$ cat config.mk
export PLATFORM = sky130hd
export DESIGN_NAME = fetch_unit
export DESIGN_NICKNAME = d
export VERILOG_FILES = /design/src/rtl/fetch_unit.sv
export SDC_FILE = /design/constraint.sdc
export NUM_CORES = 1
export LEC_CHECK = 0
export BUFFER_PORTS_ARGS = -buffer_cell sky130_fd_sc_hd__buf_2
export CELL_PAD_IN_SITES_DETAIL_PLACEMENT = 0
export CELL_PAD_IN_SITES_GLOBAL_PLACEMENT = 2
export CORE_MARGIN = 2
export CORE_UTILIZATION = 42
export CTS_BUF_LIST = sky130_fd_sc_hd__clkbuf_8
export DETAILED_ROUTE_END_ITERATION = 8
export GPL_ROUTABILITY_DRIVEN = 1
export PLACE_DENSITY = 0.78
export REMOVE_ABC_BUFFERS = 1
export SYNTH_ARGS = -nofsm -noshare
export SYNTH_HDL_FRONTEND = slang
export SYNTH_SLANG_ARGS = --single-unit
$ cat constraint.sdc
create_clock -name clk -period 4.4 [get_ports clk]
set_input_delay 0.88 -clock clk [delete_from_list [all_inputs] [get_ports clk]]
set_output_delay 0.88 -clock clk [all_outputs]
set_load 0.1 [all_outputs]
$ cat src/rtl/fetch_unit.sv
// fetch_unit: owns the PC, issues single-outstanding word reads and buffers results in a prefetch FIFO.
// Optional build macro FETCH_OP_CHECK_EN adds the undefined-opcode flag on the FIFO head.
module fetch_unit #(
    parameter int                ADDR_W     = 32,
    parameter int                FIFO_DEPTH = 4,
    parameter logic [ADDR_W-1:0] RESET_PC   = '0
) (
    input  logic                        clk,
    input  logic                        rst,
    output logic                        imem_req,
    output logic [ADDR_W-1:0]           imem_addr,
    input  logic                        imem_ack,
    input  logic [31:0]                 imem_rdata,
    input  logic                        redirect_valid,
    input  logic [ADDR_W-1:0]           redirect_pc,
    input  logic                        stall,
    output logic                        instr_valid,
    output logic [31:0]                 instr,
    output logic [5:0]                  op,
    output logic [ADDR_W-1:0]           instr_pc,
    output logic [$clog2(FIFO_DEPTH):0] fifo_count,
    output logic                        illegal_op
);

    localparam int PW = $clog2(FIFO_DEPTH);
    localparam int CW = PW + 1;
    localparam logic [CW-1:0] DEPTH_C = CW'(FIFO_DEPTH);

    typedef enum logic [1:0] {S_IDLE, S_WAIT, S_DROP} state_t;

    state_t            state;
    logic [ADDR_W-1:0] pc;
    logic [ADDR_W-1:0] target;
    logic [PW-1:0]     rd_ptr;
    logic [PW-1:0]     wr_ptr;
    logic [31:0]       instr_mem [FIFO_DEPTH];
    logic [ADDR_W-1:0] pc_mem    [FIFO_DEPTH];
    logic              ack;
    logic              pop;
    logic              push;
    logic [CW-1:0]     count_after_pop;
    logic [CW-1:0]     count_after_push;

    assign ack              = imem_req & imem_ack;
    assign pop              = instr_valid & ~stall;
    assign push             = (state == S_WAIT) & ack & ~redirect_valid & ~rst;
    assign count_after_pop  = fifo_count - CW'(pop);
    assign count_after_push = count_after_pop + CW'(1);
    assign target           = redirect_pc & ~ADDR_W'(3);

    // Head outputs read zero whenever the FIFO is empty, giving the defined reset values.
    assign instr_valid = (fifo_count != '0);
    assign instr       = instr_valid ? instr_mem[rd_ptr] : 32'h0;
    assign instr_pc    = instr_valid ? pc_mem[rd_ptr] : '0;
    assign op          = instr[31:26];

    // NOTE: sequential state uses non-blocking assignments so every register sees pre-edge values.
    always_ff @(posedge clk) begin
        if (rst) begin
            state      <= S_IDLE;
            pc         <= RESET_PC;
            imem_req   <= 1'b0;
            imem_addr  <= RESET_PC;
            rd_ptr     <= '0;
            wr_ptr     <= '0;
            fifo_count <= '0;
        end else if (redirect_valid) begin
            rd_ptr     <= '0;
            wr_ptr     <= '0;
            fifo_count <= '0;
            pc         <= target;
            case (state)
                S_WAIT: begin
                    if (ack) imem_addr <= target;
                    else     state     <= S_DROP;
                end
                S_DROP: begin
                    if (ack) begin
                        state     <= S_WAIT;
                        imem_addr <= target;
                    end
                end
                default: begin
                    state     <= S_WAIT;
                    imem_req  <= 1'b1;
                    imem_addr <= target;
                end
            endcase
        end else begin
            if (pop) rd_ptr <= rd_ptr + PW'(1);
            fifo_count <= count_after_pop;
            case (state)
                S_WAIT: begin
                    if (ack) begin
                        wr_ptr     <= wr_ptr + PW'(1);
                        fifo_count <= count_after_push;
                        pc         <= pc + ADDR_W'(4);
                        if (count_after_push < DEPTH_C) begin
                            imem_addr <= pc + ADDR_W'(4);
                        end else begin
                            state    <= S_IDLE;
                            imem_req <= 1'b0;
                        end
                    end
                end
                S_DROP: begin
                    // Stale read completes; re-issue at the redirect target held in pc.
                    if (ack) begin
                        state     <= S_WAIT;
                        imem_addr <= pc;
                    end
                end
                default: begin
                    if (count_after_pop < DEPTH_C) begin
                        state     <= S_WAIT;
                        imem_req  <= 1'b1;
                        imem_addr <= pc;
                    end
                end
            endcase
        end
    end

    // NOTE: storage arrays carry no reset; instr_valid gates every read of them.
    always_ff @(posedge clk) begin
        if (push) begin
            instr_mem[wr_ptr] <= imem_rdata;
            pc_mem[wr_ptr]    <= pc;
        end
    end

`ifdef FETCH_OP_CHECK_EN
    logic ill_mem [FIFO_DEPTH];

    function automatic logic op_illegal(input logic [5:0] code);
        return !(code inside {[6'd0:6'd5], [6'd10:6'd14], 6'd20, 6'd21, 6'd30, 6'd31});
    endfunction

    // Flag is computed at push time so it travels with its FIFO entry.
    always_ff @(posedge clk) begin
        if (push) ill_mem[wr_ptr] <= op_illegal(imem_rdata[31:26]);
    end

    assign illegal_op = instr_valid & ill_mem[rd_ptr];
`else
    assign illegal_op = 1'b0;
`endif

endmodule
==> summary.md <==
| Metric | Value |
|---|---|
| DP HPWL | `19.8 mm` |
| Total Wirelength | `32.3 mm` |
| Global routing usage on met1 | `25.5%` |
| Kind of critical path | `flop to output pin` |
| First-pass GRT wire length | `48.8 mm` |
| Status | `finished, final reports clean` |
| Num rows | `66` |
| Top Usage Layer GRT | `met2` |
| Die Y | `186 um` |
| Synth Flop Type | `edfxtp_1` |
| Post-synthesis cell area | `13900 um2` |
| Commonest non-fill, non-tap cell in the layout | `edfxtp_1` |
| Worst-Skew Late Latency | `0.59 ns` |
| Seq cells post-synth | `320` |
| Hold path depth | `2` |
| R2R Path Start | `fifo_count[2]` |
| First-pass DRT Iterations | `5` |
| CP cell instances | `buf_4 > mux4_2 > nor2b_1 > buf_2` |
| Yosys top cell by area | `edfxtp_1` |
| Post-route DRC | `0` |
| Worst-Margin Slew | `0.843 ns` |
| Routed Antenna Nets | `0` |
| Drt wl/cell | `20.0 um` |
| Placeable Area | `32500 um2` |
| Mapped Cells | `960` |
| Utilization after layout | `49.6%` |
| GRT overflow | `0` |
| Slew margin rel. | `43.8%` |
| Synth top area cells | `edfxtp_1 (54%), dfxtp_1 (10%), mux4_2 (10%), nor2b_1 (2.9%), xnor2_1 (2.3%)` |
| Worst Hold Class | `flop to flop` |
| Unrepaired setup endpoints after global routing | `no` |
| Clock Tree Root | `clkbuf_8` |
| Initial core utilization | `42.7%` |
| Hold path startpoint | `imem_addr[5]` |
| Clock Path Buffers | `3` |
| Clock Sinks | `320` |
| Synth async-reset ratio | `0%` |
| Top cell type's share of synthesized area | `53.6%` |
| Reg2Reg Setup Slack | `1.31 ns` |
| Via/cell ratio | `5.27` |
| Sequential element share of the synthesized area | `64.0%` |
| CP Capture Type | `output pin` |
| Post-synth EDFFs | `248` |
| PwrDens | `426 nW/um2` |
| Total GRT Usage | `18.7%` |
| Endpoint, Worst Hold | `imem_addr[5]` |
| Setup violators final | `0` |
| Ratio of cells with drive above 1 in the final layout | `29.7%` |
| Vias in the first global route | `8531` |
| Initial DRC Count | `534` |
| Post-CTS Hold Buffers | `0` |
| Global routing usage on met3 | `3.31%` |
| CTS resizes | `0` |
| Worst reg2reg path depth | `12` |
| Diodes inserted | `0` |
| Slew Limit Fails | `0` |
| Die area | `34600 um2` |
| Shortest period the worst path allows | `3.67 ns` |
| Number of max-cap violations | `0` |
| Slowest cell on crit path | `dfxtp_4` |
| Post-synth cell types | `68` |
| RR Endpoint | `imem_addr[26]` |
| Final hold vios | `0` |
| # fillers | `2943` |
| CTS H-tree depth | `2` |
| Maximum clock frequency | `273 MHz` |
| Worst setup SP type | `flop` |
| Clock Skews | `0.0247 ns` |
| Design Power | `0.00689 W` |
| Gpl congestion | `0.744` |
| Pin count of the biggest net entering global routing | `64` |
| Antenna violations before repair | `0` |
| Number of port buffers | `169` |
| CP arrival | `2.79 ns` |
| Worst path required time | `3.52 ns` |
| IO Count | `177` |
| Leakage | `5.68 nW` |
| Mapped Avg Cell Area | `14.5 um2` |
| Biggest cell delay along the critical path | `0.73 ns` |
| TritonCTS Buffers | `51` |
| Worst IR Drop VDD | `0.184 mV` |
| Routing usage on met2 | `31.2%` |
| Crit Path Max Fanout | `29` |
| Synth Warn # | `0` |
| Via Count | `8537` |
| Worst-path clk slew | `0.06 ns` |
| Fin nets | `1214` |
| Period utilization | `83.4%` |
| Post-CTS Setup Inserts | `0` |
| Most frequent cells in the layout | `edfxtp_1 (248), buf_2 (169), dfxtp_1 (70)` |
| Area grow syn2layout | `16.2%` |
| CTS tree | `built` |
| Die Wd | `186 um` |
cells by family after synthesis:
group                    synth area share (%)
adder cells (fa/ha/maj)                 0.900
other                                  0.0270
multiplexers                             10.5
XOR/XNOR                                 3.27
flip-flops                               64.0
AND/OR/NAND/NOR                          11.7
buffers and inverters                    3.08
AO/OA/AOI/OAI                            6.55
cell usage after synthesis (6+ instances only):
library cell / n
mux4_2: 62
xor2_1: 13
edfxtp_1: 248
buf_4: 12
inv_1: 11
and3_1: 6
o21ai_0: 14
nor3_1: 12
a211oi_1: 7
nand2_1: 65
ha_1: 10
nand4_1: 19
nor4_1: 10
dfxtp_1: 72
nor2_1: 35
clkbuf_1: 39
xnor2_1: 37
and4_1: 7
nand3_1: 21
o31a_1: 8
o211a_1: 6
o311ai_1: 6
a21oi_1: 41
and2_1: 7
mux2i_1: 6
buf_2: 21
nand2b_1: 17
nor2b_1: 65
o211ai_1: 10
state kept, by name (all words and copies together) (netlist names), named ones only:
register and count:
instr_mem 128, pc_mem 120, imem_addr 30, pc 30, fifo_count 3, rd_ptr 2
state 2, wr_ptr 2, imem_req 1
layer usage:
layer	up-vias	wire length (um)
met5	-	0
met4	0	521
met3	42	1600
met2	230	15500
met1	4250	14700
li1	4015	-
report_power, final:
group / switching (W) / leakage [nW] / internal, W
Sequential: 0.0000979 / 2.84 / 0.00333
Combinational: 0.000887 / 2.28 / 0.000233
Clock: 0.00118 / 0.554 / 0.00117
Total: 0.00216 / 5.68 / 0.00473
worst max path at each step:
stage | from | to
after global placement | stall | imem_addr[26]
after CTS | flop | instr_pc[30]
after floorplan | fifo_count[2] | instr[26]
final | flop | instr[19]
after global routing | flop | instr[26]
after detailed placement | stall | imem_addr[26]
critical path: cells and delay by family, from the launching register on:
kind,cells,cell delay (ns)
multiplexers,1,0.56
AND/OR/NAND/NOR,1,0.14
buffers and inverters,2,0.75
flip-flops,1,0.73
stage by stage:
stage | instance area [um2] | hold WS, ns | setup TNS [ns] | setup WS, ns | instances
2_1_floorplan | 13500 | 0.469 | -250.64 | -3.55 | 886
3_3_place_gp | 15200 | 0.440 | 0 | 0.996 | 1524
3_5_place_dp | 15200 | 0.443 | 0 | 0.951 | 1524
4_1_cts | 16200 | 0.455 | 0 | 0.621 | 1619
5_1_grt | 16200 | 0.468 | 0 | 0.525 | 1619
6_report | 16200 | 0.452 | 0 | 0.732 | 1619
area by class of cell:
class                      instances  area, um2  area share [%]
sequential                       320       8900            55.1
clock buffer                      55        757            4.69
clock inverter                    40        188            1.16
inverter                          13       48.8           0.302
timing repair buffer             196       1100            6.80
multi-input combinational        553       4610            28.5
tap                              442        553            3.42
Power figures use the tool's default switching activity.
